==> src/rtl/mem_arbiter_if.sv <==
// Per-master request/response bundle for mem_arbiter: the bus master drives the
// request side, the arbiter returns grant and registered read data.
interface mem_arbiter_if #(
   parameter int ADDR_W = 20,
   parameter int DATA_W = 32
);
   logic              req;
   logic              we;
   logic              lock;
   logic [ADDR_W-1:0] addr;
   logic [DATA_W-1:0] wdata;
   logic              gnt;
   logic              rvalid;
   logic [DATA_W-1:0] rdata;

   modport master (
      output req, we, lock, addr, wdata,
      input  gnt, rvalid, rdata
   );

   modport slave (
      input  req, we, lock, addr, wdata,
      output gnt, rvalid, rdata
   );
endinterface

==> src/rtl/mem_arbiter.sv <==
// Two-master round-robin arbiter for a single-port word memory, with a bounded
// ownership lock for read-modify-write sequences and registered read return.
module mem_arbiter #(
   parameter int ADDR_W   = 20,
   parameter int DATA_W   = 32,
   parameter int LOCK_MAX = 4
) (
   input  logic              clk,
   input  logic              rst_async_n,
   mem_arbiter_if.slave      m0,
   mem_arbiter_if.slave      m1,
   output logic [ADDR_W-1:0] mem_address,
   output logic              mem_write_en,
   output logic [DATA_W-1:0] mem_write_value,
   input  logic [DATA_W-1:0] mem_read_value
);

   typedef enum logic [1:0] {IDLE, OWN0, OWN1} own_t;

   localparam logic [3:0] LC_MAX = 4'(LOCK_MAX);

   own_t              r_own;
   logic              r_last;
   logic [3:0]        r_lock_cnt;
   logic              r_rvalid0;
   logic              r_rvalid1;
   logic [DATA_W-1:0] r_rdata0;
   logic [DATA_W-1:0] r_rdata1;

   logic w_lock_ok;
   logic w_hold0;
   logic w_hold1;
   logic w_rr0;
   logic w_rr1;
   logic w_gnt0;
   logic w_gnt1;
   logic w_any;
   logic w_win_lock;
   own_t w_own_win;

   assign w_lock_ok = (r_lock_cnt < LC_MAX);
   assign w_hold0   = (r_own == OWN0) && m0.req && w_lock_ok;
   assign w_hold1   = (r_own == OWN1) && m1.req && w_lock_ok;

   // On a tie the master that was not granted last wins; an expired lock falls
   // through to this path with r_last already pointing at the previous owner.
   assign w_rr0 = m0.req && (!m1.req || r_last);
   assign w_rr1 = m1.req && (!m0.req || !r_last);

   assign w_gnt0 = rst_async_n && (w_hold0 || (!w_hold1 && w_rr0));
   assign w_gnt1 = rst_async_n && (w_hold1 || (!w_hold0 && w_rr1));

   assign w_any      = w_gnt0 || w_gnt1;
   assign w_win_lock = w_gnt0 ? m0.lock : m1.lock;
   assign w_own_win  = w_gnt1 ? OWN1 : OWN0;

   assign m0.gnt    = w_gnt0;
   assign m1.gnt    = w_gnt1;
   assign m0.rvalid = r_rvalid0;
   assign m1.rvalid = r_rvalid1;
   assign m0.rdata  = r_rdata0;
   assign m1.rdata  = r_rdata1;

   always_comb begin
      mem_address     = '0;
      mem_write_value = '0;
      mem_write_en    = 1'b0;
      if (w_gnt0) begin
         mem_address     = m0.addr;
         mem_write_value = m0.wdata;
         mem_write_en    = m0.we;
      end else if (w_gnt1) begin
         mem_address     = m1.addr;
         mem_write_value = m1.wdata;
         mem_write_en    = m1.we;
      end
   end

   always_ff @(posedge clk or negedge rst_async_n) begin
      if (!rst_async_n) begin
         r_own      <= IDLE;
         r_last     <= 1'b1;
         r_lock_cnt <= '0;
         r_rvalid0  <= 1'b0;
         r_rvalid1  <= 1'b0;
         r_rdata0   <= '0;
         r_rdata1   <= '0;
      end else begin
         r_rvalid0 <= w_gnt0 && !m0.we;
         r_rvalid1 <= w_gnt1 && !m1.we;
         if (w_gnt0 && !m0.we) r_rdata0 <= mem_read_value;
         if (w_gnt1 && !m1.we) r_rdata1 <= mem_read_value;

         if (w_any) begin
            r_last <= w_gnt1;
            if (w_win_lock) begin
               r_own <= w_own_win;
               // Continuing an unexpired lock counts up; a fresh or re-won lock restarts at 1.
               if (r_own == w_own_win && w_lock_ok) r_lock_cnt <= r_lock_cnt + 4'd1;
               else                                 r_lock_cnt <= 4'd1;
            end else begin
               r_own      <= IDLE;
               r_lock_cnt <= '0;
            end
         end else begin
            r_own      <= IDLE;
            r_lock_cnt <= '0;
         end
      end
   end

endmodule

==> src/flat_wrapper.sv <==
// flat-port wrapper written by rule: the top's interface ports become plain ports
module mem_arbiter_flat 
#(
   parameter int ADDR_W   = 20,
   parameter int DATA_W   = 32,
   parameter int LOCK_MAX = 4
)
  (clk, rst_async_n, mem_address, mem_write_en, mem_write_value, mem_read_value, m0_req, m0_we, m0_lock, m0_addr, m0_wdata, m0_gnt, m0_rvalid, m0_rdata, m1_req, m1_we, m1_lock, m1_addr, m1_wdata, m1_gnt, m1_rvalid, m1_rdata);
  mem_arbiter_if #(.ADDR_W(ADDR_W), .DATA_W(DATA_W)) m0_i ();
  mem_arbiter_if #(.ADDR_W(ADDR_W), .DATA_W(DATA_W)) m1_i ();
  input  logic clk;
  input  logic rst_async_n;
  output logic [ADDR_W-1:0] mem_address;
  output logic mem_write_en;
  output logic [DATA_W-1:0] mem_write_value;
  input  logic [DATA_W-1:0] mem_read_value;
  input wire logic [$bits(m0_i.req)-1:0] m0_req;
  input wire logic [$bits(m0_i.we)-1:0] m0_we;
  input wire logic [$bits(m0_i.lock)-1:0] m0_lock;
  input wire logic [$bits(m0_i.addr)-1:0] m0_addr;
  input wire logic [$bits(m0_i.wdata)-1:0] m0_wdata;
  output wire logic [$bits(m0_i.gnt)-1:0] m0_gnt;
  output wire logic [$bits(m0_i.rvalid)-1:0] m0_rvalid;
  output wire logic [$bits(m0_i.rdata)-1:0] m0_rdata;
  input wire logic [$bits(m1_i.req)-1:0] m1_req;
  input wire logic [$bits(m1_i.we)-1:0] m1_we;
  input wire logic [$bits(m1_i.lock)-1:0] m1_lock;
  input wire logic [$bits(m1_i.addr)-1:0] m1_addr;
  input wire logic [$bits(m1_i.wdata)-1:0] m1_wdata;
  output wire logic [$bits(m1_i.gnt)-1:0] m1_gnt;
  output wire logic [$bits(m1_i.rvalid)-1:0] m1_rvalid;
  output wire logic [$bits(m1_i.rdata)-1:0] m1_rdata;
  assign m0_i.req = m0_req;
  assign m0_i.we = m0_we;
  assign m0_i.lock = m0_lock;
  assign m0_i.addr = m0_addr;
  assign m0_i.wdata = m0_wdata;
  assign m0_gnt = m0_i.gnt;
  assign m0_rvalid = m0_i.rvalid;
  assign m0_rdata = m0_i.rdata;
  assign m1_i.req = m1_req;
  assign m1_i.we = m1_we;
  assign m1_i.lock = m1_lock;
  assign m1_i.addr = m1_addr;
  assign m1_i.wdata = m1_wdata;
  assign m1_gnt = m1_i.gnt;
  assign m1_rvalid = m1_i.rvalid;
  assign m1_rdata = m1_i.rdata;
  mem_arbiter #(.ADDR_W(ADDR_W), .DATA_W(DATA_W), .LOCK_MAX(LOCK_MAX)) u_core (.clk(clk), .rst_async_n(rst_async_n), .m0(m0_i), .m1(m1_i), .mem_address(mem_address), .mem_write_en(mem_write_en), .mem_write_value(mem_write_value), .mem_read_value(mem_read_value));
endmodule
==> config.mk <==
export PLATFORM = sky130hd
export DESIGN_NAME = mem_arbiter_flat
export DESIGN_NICKNAME = d
export VERILOG_FILES = /design/src/rtl/mem_arbiter_if.sv /design/src/rtl/mem_arbiter.sv /design/src/flat_wrapper.sv
export SDC_FILE = /design/constraint.sdc
export NUM_CORES = 1
export LEC_CHECK = 0
export CAP_MARGIN = 0
export CELL_PAD_IN_SITES_DETAIL_PLACEMENT = 0
export CELL_PAD_IN_SITES_GLOBAL_PLACEMENT = 2
export CORE_UTILIZATION = 18
export CTS_BUF_LIST = sky130_fd_sc_hd__clkbuf_16
export DETAILED_ROUTE_END_ITERATION = 12
export GPL_ROUTABILITY_DRIVEN = 0
export HOLD_SLACK_MARGIN = 0.05
export PLACE_DENSITY_LB_ADDON = 0.1
export SYNTH_ARGS = -nofsm -noshare
export SYNTH_HDL_FRONTEND = slang
export SYNTH_SLANG_ARGS = --single-unit
==> constraint.sdc <==
create_clock -name clk -period 1.95 [get_ports clk]
set_input_delay 0.39 -clock clk [delete_from_list [all_inputs] [get_ports clk]]
set_output_delay 0.39 -clock clk [all_outputs]
set_load 0.02 [all_outputs]
[Yosys cells after proc, flatten, opt, wreduce, memory -nomap -nowiden]
Cells that the tools add are included.
Cells by class
  order comparisons: 1
  equal/unequal tests: 3
  bitwise gates (word level): 0
  shift-type cells: 0
  div/mod/pow operators: 0
  reduce and logical (&&, ||, !) cells: 25
  add/subtract/negate cells: 1
  multipliers: 0
  multiplexer cells: 13
Operators by type and width (count)
  two-way mux 32 bit: 2
  two-way mux 20 bit: 2
  logical AND 1 bit: 13
  two-way mux 4 bit: 3
  zero test 1 bit: 7
  two-way mux 2 bit: 3
  logical OR 1 bit: 5
  adder 4 x 1 -> 4 bit (second input constant): 1
  less-than comparator 4 x 3 -> 1 bit (second input constant): 1
  two-way mux 1 bit: 3
  equality test 2 x 1 -> 1 bit (second input constant): 1
  equality test 2 bit: 1
  equality test 2 bit (second input constant): 1
Word-level totals
  bits of input ports: 144
  memories kept: 0
  logic and storage cells: 50
  bits in read-only memories: 0
  output and inout bits: 121
  RAM bits: 0
  bits in latches: 0
  bits in registers: 73

[Depth between registers and ports, before layout]
Gate-level depths: netlist (run 1).
  depth after elaboration: 13
  depth in mapped cells: 5
  depth with buffers taken out: 4

[Least setup slack after synthesis (run 1)]
No wires, ideal clock.
  path type: register to output
  start: reg u_core.r_lock_cnt[3]
  end: out mem_address[10]
  cell stages (with the launch flop): 5
  buffers on the path: 1
  data required time: 1.560 ns
  path slack: -0.239 ns
  arrival time: 1.799 ns
  path through: dfrtp_1 -> or3b_4 -> a311oi_4 -> buf_2 -> a22o_1
Between the ends
  cells in the longest elaborated chain, start to end: 8
  elaborated cells between the ends (all ways): 13
  those cells by class: order compare: 1; mux: 2; reduce/logical: 10
RTL lines
  start, declared: RTL line mem_arbiter.sv:24  | logic [3:0] r_lock_cnt;
  start signal, assigned: RTL line mem_arbiter.sv:99  | if (r_own == w_own_win && w_lock_ok) r_lock_cnt <= r_lock_cnt + 4'd1;
  less-than comparator 4 x 3 -> 1 bit (*): RTL line mem_arbiter.sv:41  | assign w_lock_ok = (r_lock_cnt < LC_MAX);
  logical AND 1 bit: RTL line mem_arbiter.sv:42  | assign w_hold0 = (r_own == OWN0) && m0.req && w_lock_ok;
  zero test 1 bit: RTL line mem_arbiter.sv:51  | assign w_gnt1 = rst_async_n && (w_hold1 || (!w_hold0 && w_rr1));
  logical AND 1 bit: RTL line mem_arbiter.sv:51
  logical OR 1 bit (*): RTL line mem_arbiter.sv:51
  logical AND 1 bit (*): RTL line mem_arbiter.sv:51
  net m1_gnt: RTL line flat_wrapper.sv:30  | output wire logic [$bits(m1_i.gnt)-1:0] m1_gnt;
  two-way mux 20 bit (*): RTL line mem_arbiter.sv:72  | end else if (w_gnt1) begin
  two-way mux 20 bit (*): RTL line mem_arbiter.sv:68  | if (w_gnt0) begin
  end, declared: RTL line flat_wrapper.sv:13  | output logic [ADDR_W-1:0] mem_address;
Mark *: on every way through the listed nets, which the timed path passes. The rest lies on a longest branch.

[Final worst setup path (run 1)]
  start: reg u_core.r_lock_cnt[2]
  end: out mem_write_value[13]
Between the ends
  cells in the longest elaborated chain, start to end: 8
  elaborated cells between the ends (all ways): 13
  those cells by class: order compare: 1; mux: 2; reduce/logical: 10
RTL lines
  less-than comparator 4 x 3 -> 1 bit (*): RTL line mem_arbiter.sv:41
  logical AND 1 bit: RTL line mem_arbiter.sv:42
  zero test 1 bit: RTL line mem_arbiter.sv:51
  logical AND 1 bit: RTL line mem_arbiter.sv:51
  logical OR 1 bit: RTL line mem_arbiter.sv:51
  logical AND 1 bit: RTL line mem_arbiter.sv:51
  two-way mux 32 bit: RTL line mem_arbiter.sv:72
  two-way mux 32 bit (*): RTL line mem_arbiter.sv:68
  end, declared: RTL line flat_wrapper.sv:15  | output logic [DATA_W-1:0] mem_write_value;
Every way passes the cells marked *; elsewhere a longest branch is shown, timed or not.

==> results.sh, run 1 <==
export IMPL_endpoint_kind="output port"
export IMPL_status="finished with violations"
export IMPL_drv_cap=0
export IMPL_clkTransAtPathRegs_ps=50
export IMPL_synth_fp_nets=384
export IMPL_fin_nets=696
export IMPL_fin_crit_sh_pct=135.0
export IMPL_slew_headroom_pct=39.84
export IMPL_die_h_um=141.6
export IMPL_synth_warnings=0
export IMPL_yosys_area_share_simple_pct=3.424
export IMPL_yosysTopAreaCellShare_pct=51.36
export IMPL_min_period_ps=2633
export IMPL_drt_vias_per_instance=4.142
export IMPL_fin_worst_skew_ps=7.740
export IMPL_hold_violations=0
export IMPL_ys_ff_latch=73
export IMPL_crit_path_cell_trace="buf_6, or3b_4, a311oi_4, buf_6, buf_12, buf_16, a22o_1, buf_6"
export IMPL_required_ps=1560
export IMPL_grt_pass1_wl_um=22070
export IMPL_synth_flop_cell="dfrtp_1"
export IMPL_critPathTopFamily="buffers and inverters"
export IMPL_areaGrowthSynthToFinish_pct=119.2
export IMPL_arrival_ps=2240
export IMPL_synth_edf_count=0
export IMPL_grt_pass1_vias=3508
export IMPL_ant_nets=0
export IMPL_r2r_start="u_core.r_lock_cnt[2]"
export IMPL_rsz0062_at_grt="yes"
export IMPL_via_count=3376
export IMPL_drive_gt1_share_pct=35.86
export IMPL_synth_compound_area_share_pct=16.26
export IMPL_diodes=0
export IMPL_whs_ps=72.82
export IMPL_cts_root_buf="clkbuf_16"
export IMPL_power_density_nw_per_um2=876.3
export IMPL_setup_viol=119
export IMPL_grt_overflow=0
export IMPL_hold_path_class="primary input to async pin"
export IMPL_layout_setup_ws_ps=-683.0
export IMPL_violations="negative setup slack"
export IMPL_io_buffers=264
export IMPL_setup_tns_ps=-45500
export IMPL_cts_htree_levels=3
export IMPL_synth_adder_area_share_pct=0.3566
export IMPL_cts_buffers=9
export IMPL_syn_area_sq_um=3508
export IMPL_grt_use_total_pct=14.95
export IMPL_cpMaxStageDelayCell="or3b_4"
export IMPL_critical_path_class="register to output port"
export IMPL_drc_errors=0
export IMPL_grt_max_degree=69
export IMPL_clock_sinks=73
export IMPL_critPathMaxStageDelay_ps=410
export IMPL_synth_area_leaders="dfrtp_1 (51%), a22o_1 (13%), mux2_4 (12%)"
export IMPL_ir_worst_vdd_v=0.0005484
export IMPL_critical_path_startpoint="u_core.r_lock_cnt[2]"
export IMPL_async_reset_ff_share_pct=100.0
export IMPL_antenna_found_initial=0
export IMPL_cts_tree="yes"
export IMPL_die_area_sq_um=20050
export IMPL_r2r_slack_ps=-230
export IMPL_row_count=50
export IMPL_synth_area_per_cell_sq_um=14.68
export IMPL_total_power_mw=6.740
export IMPL_first_pass_iters=6
export IMPL_wl_um=15760
export IMPL_start_util_pct=18.57
export IMPL_synthMuxAreaShare_pct=23.97
export IMPL_clk_path_buf_depth=2
export IMPL_max_freq_mhz=379.8
export IMPL_cp_max_fo=6
export IMPL_die_x_um=141.6
export IMPL_cp_start_kind="register"
export IMPL_synth_cell_types=31
export IMPL_reg2reg_to="u_core.m1.rdata[13]"
export IMPL_ys_seq_area_share_pct=52.10
export IMPL_synth_common_cells="dfrtp_1 (72), a22o_1 (53), mux2_2 (36), mux2_4 (29), buf_2 (13)"
export IMPL_wl_per_cell_um=19.34
export IMPL_drtIter0Drc=76
export IMPL_crit_top_cell="buf_6"
export IMPL_dp_hpwl_um=10590
export IMPL_ff2ff_path_depth=7
export IMPL_stdcell_area_sq_um=7691
export IMPL_synth_most_common_cell="dfrtp_1"
export IMPL_place_ws_ps=-957.0
export IMPL_worst_path_buf_inv=5
export IMPL_yosys_area_share_xor_xnor_pct=0
export IMPL_core_sq_um=18890
export IMPL_boundaryPins=265
export IMPL_p_leak_nw=3.314
export IMPL_clock_latency_ps=340
export IMPL_worstMarginPinSlew_ps=902.4
export IMPL_yosysTopAreaCell="dfrtp_1"
export IMPL_dpl_cell_area_sq_um=6650
export IMPL_synth_cells=239
export IMPL_synth_top_family_by_area="multiplexers"
export IMPL_slew_violations=0
layer usage:
layer / GRT usage, % / wire length [um] / vias up
met4: 5.093 / 238 / 0
met2: 25.18 / 7663 / 173
met5: 0 / 0 / -
met3: 6.311 / 1605 / 16
li1: - / - / 1544
met1: 16.96 / 6252 / 1643
state kept, by name, summed over array words and instances, names as in the netlist:
register           cells
u_core.m1.rvalid       1
u_core.m1.rdata       32
u_core.r_lock_cnt      4
u_core.m0.rdata       32
u_core.r_own           2
u_core.r_last          1
u_core.m0.rvalid       1
layout by cell type (no fill, tap or decap), types with 3 or more instances in the layout:
master           instances
a22o_4                   4
clkdlybuf4s50_1        208
clkbuf_16               14
mux2_4                  58
mux2_2                   7
buf_12                  11
o21ai_0                  3
buf_6                   64
a22o_1                  49
buf_4                   19
dfrtp_1                 72
buf_8                    3
buf_16                   6
layout make-up:
cell class	count	area (sq um)
clock inverters	6	60.06
well taps	260	325.3
inverters	2	7.507
repair buffers	317	3511
multi-input cells	148	1734
clock buffers	9	225.2
fillers	1822	11200
flip-flops and latches	73	1828
metrics by stage:
stage | instances | utilization, %
2_1_floorplan | 239 | -
3_3_place_gp | 772 | 35.20
3_5_place_dp | 772 | 35.20
4_1_cts | 812 | 39.52
5_1_grt | 815 | 40.71
6_report | 815 | 40.71
power by group:
part           switching, mW  leakage, nW  total, mW  internal (mW)
clock                  0.624        0.140       1.60          0.975
combinational           1.24         2.30       3.02           1.78
sequential             0.220        0.878       2.12           1.90
how the worst max path moves through the flow:
| stage | to | slack, ps | cells past startpoint |
|---|---|---|---|
| after global routing | mem_address[17] | -770 | 8 |
| after detailed placement | mem_address[10] | -960 | 6 |
| after floorplan | mem_address[0] | -140 | 4 |
| final | mem_write_value[13] | -680 | 8 |
| after CTS | mem_address[10] | -700 | 8 |
| after global placement | mem_write_value[6] | -940 | 6 |
logic make-up (layout without fill, tap and decap cells):
kind of cell               Yosys count  in the layout
adders and majority gates            1              1
buffers and inverters               18            334
muxes                               65             65
other                                1              1
DFF                                 73             73
AOI/OAI and AO/OA                   64             64
and+or+nand+nor                     17             17
worst reg2reg max path, cell delays in order (launching register included):
cell     delay (ps)
dfrtp_1         400
buf_6           130
or3b_4          410
a311o_1         350
nor2_8          230
buf_6           150
buf_16          110
mux2_4          290
repair_timing:
| item | in CTS | in global routing |
|---|---|---|
| cloned | 9 | 5 |
| pin swaps | 34 | 12 |
| gates resized for setup | 336 | 45 |
| hold endpoints to repair | 1 | 0 |
| hold buffers | 1 | 0 |
| setup endpoints to repair | 119 | 119 |
| setup buffers | 15 | 4 |
(Power assumes the default switching activity.)
==> inputs of run 2 (changes only) <==
CORE_AREA = 2 2 104 106   (was not set)
CORE_UTILIZATION = not set   (was 18)
DIE_AREA = 0 0 106 108   (was not set)
DONT_BUFFER_PORTS = 1   (was not set)
clock period = 3.25 ns   (was 1.95 ns; I/O delays follow)
==> run 2 against run 1 <==
- first-iteration DRC count grew 39%
- critical path depth down 4
- combinational power down 82%
- critical path type unchanged
- final cell count decreased by 53%
- worst setup slack gained 840 ps
- global-route usage grew 1.3 points
- sequential power decreased by 25%
- the flow now finishes without violations
==> results.sh, run 2 (synthesis results as in run 1) <==
export IMPL_drive_gt1_share_pct=39.02
export IMPL_cts_root_buf="clkbuf_16"
export IMPL_io_buffers=0
export IMPL_clkTransAtPathRegs_ps=60
export IMPL_min_period_ps=3090
export IMPL_setup_viol=0
export IMPL_wl_um=9889
export IMPL_p_leak_nw=1.731
export IMPL_start_util_pct=34.29
export IMPL_boundaryPins=265
export IMPL_grt_pass1_wl_um=13430
export IMPL_clk_path_buf_depth=2
export IMPL_r2r_slack_ps=870
export IMPL_areaGrowthSynthToFinish_pct=14.59
export IMPL_max_freq_mhz=323.7
export IMPL_wl_per_cell_um=25.89
export IMPL_drc_errors=0
export IMPL_diodes=0
export IMPL_drv_cap=0
export IMPL_worst_path_buf_inv=1
export IMPL_row_count=37
export IMPL_grt_max_degree=73
export IMPL_endpoint_kind="output port"
export IMPL_clock_sinks=73
export IMPL_die_area_sq_um=11450
export IMPL_ant_nets=0
export IMPL_ir_worst_vdd_v=0.0003843
export IMPL_r2r_start="u_core.r_lock_cnt[3]"
export IMPL_status="complete, no violations"
export IMPL_cts_buffers=9
export IMPL_clock_latency_ps=330
export IMPL_layout_commonest_cell="dfrtp_1"
export IMPL_critical_path_class="register to output port"
export IMPL_cts_tree="yes"
export IMPL_grt_pass1_vias=2138
export IMPL_fin_worst_skew_ps=4.853
export IMPL_cts_htree_levels=3
export IMPL_dp_hpwl_um=7387
export IMPL_setup_tns_ps=0
export IMPL_cpMaxStageDelayCell="a311oi_4"
export IMPL_whs_ps=169.6
export IMPL_reg2reg_to="u_core.m1.rdata[0]"
export IMPL_fin_nets=388
export IMPL_hold_path_class="primary input to async pin"
export IMPL_slew_violations=0
export IMPL_drt_vias_per_instance=5.657
export IMPL_arrival_ps=2440
export IMPL_cp_start_kind="register"
export IMPL_core_sq_um=10230
export IMPL_power_density_nw_per_um2=803.0
export IMPL_cp_max_fo=47
export IMPL_first_pass_iters=4
export IMPL_required_ps=2600
export IMPL_grt_use_total_pct=16.22
export IMPL_ff2ff_path_depth=5
export IMPL_most_common_layout_cells="dfrtp_1 (72), a22o_1 (53), mux2_2 (36)"
export IMPL_hold_violations=0
export IMPL_fin_crit_sh_pct=95.07
export IMPL_critPathMaxStageDelay_ps=520
export IMPL_critPathTopFamily="compound AO/OA/AOI/OAI gates"
export IMPL_grt_overflow=0
export IMPL_antenna_found_initial=0
export IMPL_via_count=2161
export IMPL_crit_path_cell_trace="or3b_4, a311oi_4, buf_6, a22o_1"
export IMPL_die_h_um=108
export IMPL_die_x_um=106
export IMPL_drtIter0Drc=106
export IMPL_rsz0062_at_grt="no"
[run 2: worst max path at each step]
stage                              start                  to  cells past startpoint
finish              u_core.r_lock_cnt[3]  mem_write_value[4]                      4
global route             u_core.r_own[0]  mem_write_value[0]                      5
CTS                 u_core.r_lock_cnt[3]  mem_write_value[0]                      4
detailed placement  u_core.r_lock_cnt[3]  mem_write_value[0]                      4
global placement    u_core.r_lock_cnt[3]  mem_write_value[0]                      4
floorplan                         m1_req     mem_address[10]                      5
[run 2: through the flow]
| stage | worst slack [ps] | std cells | total power [mW] | utilization (%) | instance area [sq um] |
|---|---|---|---|---|---|
| final | 160.3 | 382 | 3.228 | 39.29 | 4020 |
| after global routing | 20.34 | 382 | 3.376 | 39.29 | 4020 |
| after CTS | 18.42 | 381 | 3.270 | 39.13 | 4004 |
| after detailed placement | 379.1 | 366 | 2.120 | 35.62 | 3645 |
| after global placement | 400.5 | 366 | 2.115 | 35.62 | 3645 |
| after floorplan | 799.3 | 239 | 2.001 | - | 3508 |
[run 2: area by class of cell]
type / count / area, sq um
clock buffer: 9 / 225.2
inverter: 2 / 7.507
timing repair buffer: 8 / 108.9
fill: 966 / 6211
multi-input combinational: 149 / 1574
sequential: 73 / 1828
clock inverter: 5 / 106.4
tap: 136 / 170.2
[run 2: timing repair]
item | CTS | global route
setup endpoints to repair | 0 | 31
resized for setup | 0 | 2
hold buffers | 1 | 0
endpoints found under the hold margin | 72 | 0
buffers inserted | 0 | 0
[run 2: where the power goes]
| group | internal, mW | switching [mW] |
|---|---|---|
| combinational | 0.294 | 0.236 |
| clock | 0.742 | 0.366 |
| sequential | 1.14 | 0.455 |
| total | 2.17 | 1.06 |
[run 2: metal layers]
layer  global-route usage (%)  wire length [um]  vias up
li1                         -                 -      925
met5                        0                 0        -
met4                    4.793                95        0
met1                    21.50              4034     1085
met2                    24.42              4798      143
met3                    6.691               960        8
==> inputs of run 3 (changes only) <==
CTS_CLUSTER_SIZE = 28   (was not set)
SLEW_MARGIN = 20   (was not set)
==> results of run 3 <==
The final DEF is identical to that of run 2; final timing and power are the same.
